`src/rtl/crc32_stream_if.sv`:
```
`default_nettype none
// ============================================================================
//  Module      : crc32_stream_if
//  Description : Beat stream into the CRC-32 engine and its result outputs.
//                master = frame source (drives in_*), slave = crc32_stream.
//  Ports       : in_vld / in_sof / in_eof  beat qualifier and framing
//                in_keep[DATA_BYTES]       valid-byte mask (eof beat only)
//                in_data[8*DATA_BYTES]     frame bytes, lane 0 first on wire
//                out_vld / out_crc / out_ok / out_err  result and status
//  Revision    : 1.0  initial release
// ============================================================================
interface crc32_stream_if #(
    parameter int DATA_BYTES = 4
);
    logic                    in_vld;
    logic                    in_sof;
    logic                    in_eof;
    logic [DATA_BYTES-1:0]   in_keep;
    logic [8*DATA_BYTES-1:0] in_data;
    logic                    out_vld;
    logic [31:0]             out_crc;
    logic                    out_ok;
    logic                    out_err;

    modport master (
        output in_vld, in_sof, in_eof, in_keep, in_data,
        input  out_vld, out_crc, out_ok, out_err
    );

    modport slave (
        input  in_vld, in_sof, in_eof, in_keep, in_data,
        output out_vld, out_crc, out_ok, out_err
    );
endinterface
`default_nettype wire

```
`src/rtl/crc32_stream.sv`:
```
`default_nettype none
// ============================================================================
//  Module      : crc32_stream
//  Description : Ethernet CRC-32 (reflected 0x04C11DB7, init/xorout
//                0xFFFFFFFF) over a framed byte stream, DATA_BYTES bytes per
//                beat. The finished FCS appears one cycle after the eof beat.
//  Ports       : clk      system clock
//                rst_n    asynchronous active-low reset
//                strm     crc32_stream_if.slave (beat inputs, result outputs)
//  Parameters  : DATA_BYTES  bytes per beat, legal values 1, 2, 4, 8
//  Options     : CRC32_CHECK_EN  when defined, out_ok flags a frame whose
//                trailing FCS leaves the good residue 0xDEBB20E3; when
//                undefined out_ok is tied low and no comparator is built.
//  Revision    : 1.0  initial release
// ============================================================================
module crc32_stream #(
    parameter int DATA_BYTES = 4
) (
    input  wire logic       clk,
    input  wire logic       rst_n,
    crc32_stream_if.slave   strm
);

    localparam logic [31:0] C_POLY_REFL = 32'hEDB88320;
    localparam logic [31:0] C_SEED      = 32'hFFFFFFFF;
`ifdef CRC32_CHECK_EN
    localparam logic [31:0] C_RESIDUE   = 32'hDEBB20E3;
`endif

    typedef enum logic [0:0] {
        ST_IDLE  = 1'b0,
        ST_FRAME = 1'b1
    } state_t;

    state_t                r_state;
    logic [31:0]           r_crc;
    logic                  r_vld;
    logic [31:0]           r_crc_out;
    logic                  r_err;
`ifdef CRC32_CHECK_EN
    logic                  r_ok;
`endif

    logic [DATA_BYTES-1:0] w_lane_en;
    logic [31:0]           w_crc_start;
    logic [31:0]           w_crc_next;

    // Bit-serial form of tab[(crc^b)&8'hFF] ^ (crc>>8); both give the same
    // result and this one lets synthesis flatten the XOR tree per lane.
    function automatic logic [31:0] crc_byte(input logic [31:0] crc,
                                             input logic [7:0]  b);
        logic [31:0] c;
        c = crc ^ {24'h0, b};
        for (int k = 0; k < 8; k++) begin
            c = c[0] ? ((c >> 1) ^ C_POLY_REFL) : (c >> 1);
        end
        return c;
    endfunction

    function automatic logic [31:0] bswap32(input logic [31:0] x);
        return {x[7:0], x[15:8], x[23:16], x[31:24]};
    endfunction

    // On the eof beat only the contiguous run of keep bits starting at
    // lane 0 counts; once a 0 is seen every higher lane is disabled.
    always_comb begin
        logic run;
        run       = 1'b1;
        w_lane_en = '0;
        for (int i = 0; i < DATA_BYTES; i++) begin
            run          = run & (~strm.in_eof | strm.in_keep[i]);
            w_lane_en[i] = run;
        end
    end

    // sof always restarts from the seed, which also covers the abort case.
    assign w_crc_start = strm.in_sof ? C_SEED : r_crc;

    always_comb begin
        logic [31:0] c;
        c = w_crc_start;
        for (int i = 0; i < DATA_BYTES; i++) begin
            if (w_lane_en[i]) begin
                c = crc_byte(c, strm.in_data[8*i +: 8]);
            end
        end
        w_crc_next = c;
    end

    always_ff @(posedge clk or negedge rst_n) begin
        if (!rst_n) begin
            r_state   <= ST_IDLE;
            r_crc     <= C_SEED;
            r_vld     <= 1'b0;
            r_crc_out <= 32'h0;
            r_err     <= 1'b0;
`ifdef CRC32_CHECK_EN
            r_ok      <= 1'b0;
`endif
        end else begin
            r_vld <= 1'b0;
            r_err <= 1'b0;
            if (strm.in_vld) begin
                if (strm.in_sof || (r_state == ST_FRAME)) begin
                    // A sof arriving mid-frame abandons the open frame.
                    if (strm.in_sof && (r_state == ST_FRAME)) begin
                        r_err <= 1'b1;
                    end
                    if (strm.in_eof) begin
                        r_vld     <= 1'b1;
                        r_crc_out <= bswap32(~w_crc_next);
`ifdef CRC32_CHECK_EN
                        r_ok      <= (w_crc_next == C_RESIDUE);
`endif
                        r_state   <= ST_IDLE;
                        r_crc     <= C_SEED;
                    end else begin
                        r_state   <= ST_FRAME;
                        r_crc     <= w_crc_next;
                    end
                end else begin
                    // Beat outside any frame: dropped and flagged.
                    r_err <= 1'b1;
                end
            end
        end
    end

    assign strm.out_vld = r_vld;
    assign strm.out_crc = r_crc_out;
    assign strm.out_err = r_err;
`ifdef CRC32_CHECK_EN
    assign strm.out_ok  = r_ok;
`else
    assign strm.out_ok  = 1'b0;
`endif

endmodule
`default_nettype wire
```
`src/flat_wrapper.sv`:
```
// flat-port wrapper written by rule: the top's interface ports become plain ports
module crc32_stream_flat 
#(
    parameter int DATA_BYTES = 4
)
  (clk, rst_n, strm_in_vld, strm_in_sof, strm_in_eof, strm_in_keep, strm_in_data, strm_out_vld, strm_out_crc, strm_out_ok, strm_out_err);
  crc32_stream_if #(.DATA_BYTES(DATA_BYTES)) strm_i ();
  input  wire logic clk;
  input  wire logic rst_n;
  input wire logic [$bits(strm_i.in_vld)-1:0] strm_in_vld;
  input wire logic [$bits(strm_i.in_sof)-1:0] strm_in_sof;
  input wire logic [$bits(strm_i.in_eof)-1:0] strm_in_eof;
  input wire logic [$bits(strm_i.in_keep)-1:0] strm_in_keep;
  input wire logic [$bits(strm_i.in_data)-1:0] strm_in_data;
  output wire logic [$bits(strm_i.out_vld)-1:0] strm_out_vld;
  output wire logic [$bits(strm_i.out_crc)-1:0] strm_out_crc;
  output wire logic [$bits(strm_i.out_ok)-1:0] strm_out_ok;
  output wire logic [$bits(strm_i.out_err)-1:0] strm_out_err;
  assign strm_i.in_vld = strm_in_vld;
  assign strm_i.in_sof = strm_in_sof;
  assign strm_i.in_eof = strm_in_eof;
  assign strm_i.in_keep = strm_in_keep;
  assign strm_i.in_data = strm_in_data;
  assign strm_out_vld = strm_i.out_vld;
  assign strm_out_crc = strm_i.out_crc;
  assign strm_out_ok = strm_i.out_ok;
  assign strm_out_err = strm_i.out_err;
  crc32_stream #(.DATA_BYTES(DATA_BYTES)) u_core (.clk(clk), .rst_n(rst_n), .strm(strm_i));
endmodule
```
`config.mk`:
```
export PLATFORM = sky130hd
export DESIGN_NAME = crc32_stream_flat
export DESIGN_NICKNAME = d
export VERILOG_FILES = /design/src/rtl/crc32_stream_if.sv /design/src/rtl/crc32_stream.sv /design/src/flat_wrapper.sv
export SDC_FILE = /design/constraint.sdc
export NUM_CORES = 1
export LEC_CHECK = 0
export ABC_CLOCK_PERIOD_IN_PS = 6800
export BUFFER_PORTS_ARGS = -buffer_cell sky130_fd_sc_hd__buf_2
export CORE_ASPECT_RATIO = 0.9
export CORE_UTILIZATION = 50
export DETAILED_ROUTE_END_ITERATION = 8
export PLACE_DENSITY = 0.69
export SLEW_MARGIN = 15
export SYNTH_ARGS = -nofsm -noshare
export SYNTH_HDL_FRONTEND = slang
export SYNTH_SLANG_ARGS = --single-unit
```
`constraint.sdc`:
```
create_clock -name clk -period 6.8 [get_ports clk]
set_clock_uncertainty 0.15 [all_clocks]
set_input_delay 1.36 -clock clk [delete_from_list [all_inputs] [get_ports clk]]
set_output_delay 1.36 -clock clk [all_outputs]
set_load 0.1 [all_outputs]
```
==> summary.txt <==
Setup path
  • Critical path arrival: 6.59 ns
  • FF-to-FF path depth: 16
  • Setup CP Type: input port to flop
  • CP Data Required Time: 6.91 ns
  • Worst Setup Start Kind: input port
  • CP Launch Point: strm_in_sof
  • Crit. End Element: flop
  • Worst-path fanout max: 18
  • R2R Path Start: u_core.r_crc[4]
  • Reg2reg setup slack: 0.54 ns

Synth
  • Synth Flop Type: dfrtp_1
  • Seq cells post-synth: 67
  • Synth top area share: 15.7%
  • Number of synthesized flops with an enable pin: 0
  • Post-Syn Nets: 916
  • Yosys warns: 0
  • Dominant cell type by area after synthesis: xnor2_1
  • Post-synthesis cell type count: 67
  • Post-synth ARST share: 100%
  • Register area share after synthesis: 21.3%
  • Synthesized area per cell: 9.22 um2
  • Synth Cell Area: 8060 um2
  • Synth top area cells: xnor2_1, dfrtp_1, dfstp_2
  • Mapped Cells: 874

Route
  • Top layer in use: met4
  • Drt first pass iters: 7
  • Final WL: around 25000 um
  • DR WL/cell: between 20 and 25 um
  • Length of routed met2 wiring: 10300 um
  • Initial DRC count: 709
  • Vias post-DR: 6700
  • Via density: around 5.8
  • DR WL met3: 2090 um
  • Metal-1 WL: 11600 um
  • Drc violations: 0
  • Post-route ant nets: 0

Finish
  • Area Growth Syn to Fin: 13.0%
  • Fin util: between 50 and 60%
  • Share of layout cells above drive strength 1: 23.5%
  • Fillers: 1406
  • Layout Nets: 990
  • Number of antenna diodes: 0
  • Post-route insts no fill: 1155
  • Cell area after layout: 9100 um2

Timing
  • RSZ-0062 raised after global routing: no
  • Final setup violation count: 0
  • Max Fclk: 0.154 GHz
  • Worst slew pin tran: 0.830 ns
  • Worst slew margin: 44.7%
  • Min Clock Period, post-route: 6.48 ns
  • Max-slew violation count: 0
  • Final Hold Viols: 0
  • Fin crit share: 95.3%
  • Setup tns final: 0 ns

Placed design
  • PortBufs: 74
  • DP HPWL: 19500 um
  • Placed instance area: 8780 um2
  • GP Congestion: 0.958
  • Placed insts: 1139

Global routing
  • Total global routing overflow: 0
  • Vias in the first global route: 6226
  • Global-route wire length before repair: ~37000 um
  • Pin count of the biggest net entering global routing: just under 70
  • Total track usage: 30.9%
  • Initial antenna violation count: 0

Clock tree
  • Root Driver: clkbuf_16
  • TritonCTS clock tree: done
  • CTS resizes: 0
  • Hold buffers post-CTS: 0
  • TritonCTS buffer count: 9
  • Postcts setup bufs: 0
  • Worst-Skew Late Latency: 0.34 ns
  • Clock Pin Slew Worst Setup and Hold Paths: 0.06 ns
  • H-tree Lvls: 3
  • CTS Buffer Depth: 2
  • Clock sinks: between 60 and 70

Outcome
  • Outcome: completed

Min path
  • Hold depth: 1
  • Hold path startpoint: u_core.strm.out_crc[4]
  • Hold Path Class: flop to flop

Die
  • Die span in x: 136 um
  • Core Area: ~16000 um2
  • Row count: 43
  • Chip Height: 122 um
  • Die area: 16600 um2
  • Initial Util: roughly half
  • # IOs: 76

Run
  • Max-cap violations: 0
==> worst paths after layout <==
kind | endpoint
worst max register to register | u_core.strm.out_crc[0]
worst min-delay path | u_core.strm.out_crc[4]
min in group asynchronous | u_core.strm.out_crc[28]
worst min register to register | u_core.strm.out_crc[4]
worst max-delay path | u_core.strm.out_crc[0]
max in group asynchronous | u_core.strm.out_err
==> critical path, cell delays in order <==
cell	delay, ns
buf_2	0.20
buf_4	0.21
or3_1	0.40
a211o_1	0.30
a31oi_1	0.23
buf_4	0.19
xnor2_2	0.18
xnor3_1	0.50
o21ai_4	0.30
xor2_4	0.26
xnor3_1	0.44
o21ai_0	0.11
and4bb_1	0.38
xnor3_1	0.46
xnor3_1	0.30
mux2i_1	0.34
o21ai_0	0.24
o21ai_1	0.18
==> per-layer routing <==
metal | track usage [%] | vias to the layer above
li1 | - | 3136
met1 | 45.9 | 3220
met2 | 45.2 | 311
met3 | 4.79 | 33
met4 | 10.3 | 0
met5 | 0 | -
==> kinds of logic after synthesis <==
family                   share of synthesized area (%)
AO/OA/AOI/OAI                                     17.6
XOR/XNOR                                          41.8
adder cells (fa/ha/maj)                          0.155
buffers and inverters                             3.90
flip-flops                                        21.3
multiplexers                                      4.10
other                                           0.0465
AND/OR/NAND/NOR                                   11.1
==> flip-flops by register name (all words and copies together), names as in the netlist <==
signal,count
u_core.strm.out_vld,1
u_core.r_state,1
u_core.strm.out_err,1
u_core.r_crc,32
u_core.strm.out_crc,32
==> Yosys cell counts (all sizes together), types with 3 or more instances <==
cell type and n:
xnor3 39, o22a 15, buf 30, o211ai 5
xnor2 156, a211oi 7, a211o 5, dfstp 32
clkbuf 32, nor2b 3, or2 3, a31oi 11
nand3 7, a22o 4, and2 3, a21oi 64
nor3b 3, o21ai 74, xor2 70, a21o 5
xor3 10, or3 9, nor3 19, dfrtp 35
nor2 90, mux2 3, o22ai 8, inv 6
nand2 69, o21a 9, mux2i 26
==> placed cells by master (no fill, tap or decap), drive strengths merged, types with 8 or more instances in the layout <==
cell      n
dfstp    32
a21oi    64
xor2     70
o22ai     8
nand2    69
xnor3    39
o22a     15
xor3     10
o21ai    74
or3       9
nor2     90
xnor2   156
o21a      9
nor3     19
mux2i    26
dfrtp    35
a31oi    11
buf     125
clkbuf   10
==> final cells by class <==
cell class                 count  area [um2]  area share, %
timing repair buffer         125         753           8.27
clock buffer                  10         239           2.62
tap                          202         253           2.78
sequential                    67        1720           18.9
clock inverter                 6        88.8          0.976
multi-input combinational    739        6030           66.2
inverter                       6        22.5          0.247
==> metrics by stage <==
step / hold WS (ns) / setup WS, ns
after floorplan: 0.296 / 0.433
after global placement: 0.309 / 0.146
after detailed placement: 0.314 / 0.143
after CTS: 0.327 / 0.462
after global routing: 0.344 / 0.171
final: 0.324 / 0.317
Power is not shown: default switching activity piles up to over one toggle a cycle in this logic, so the estimate is an artifact.
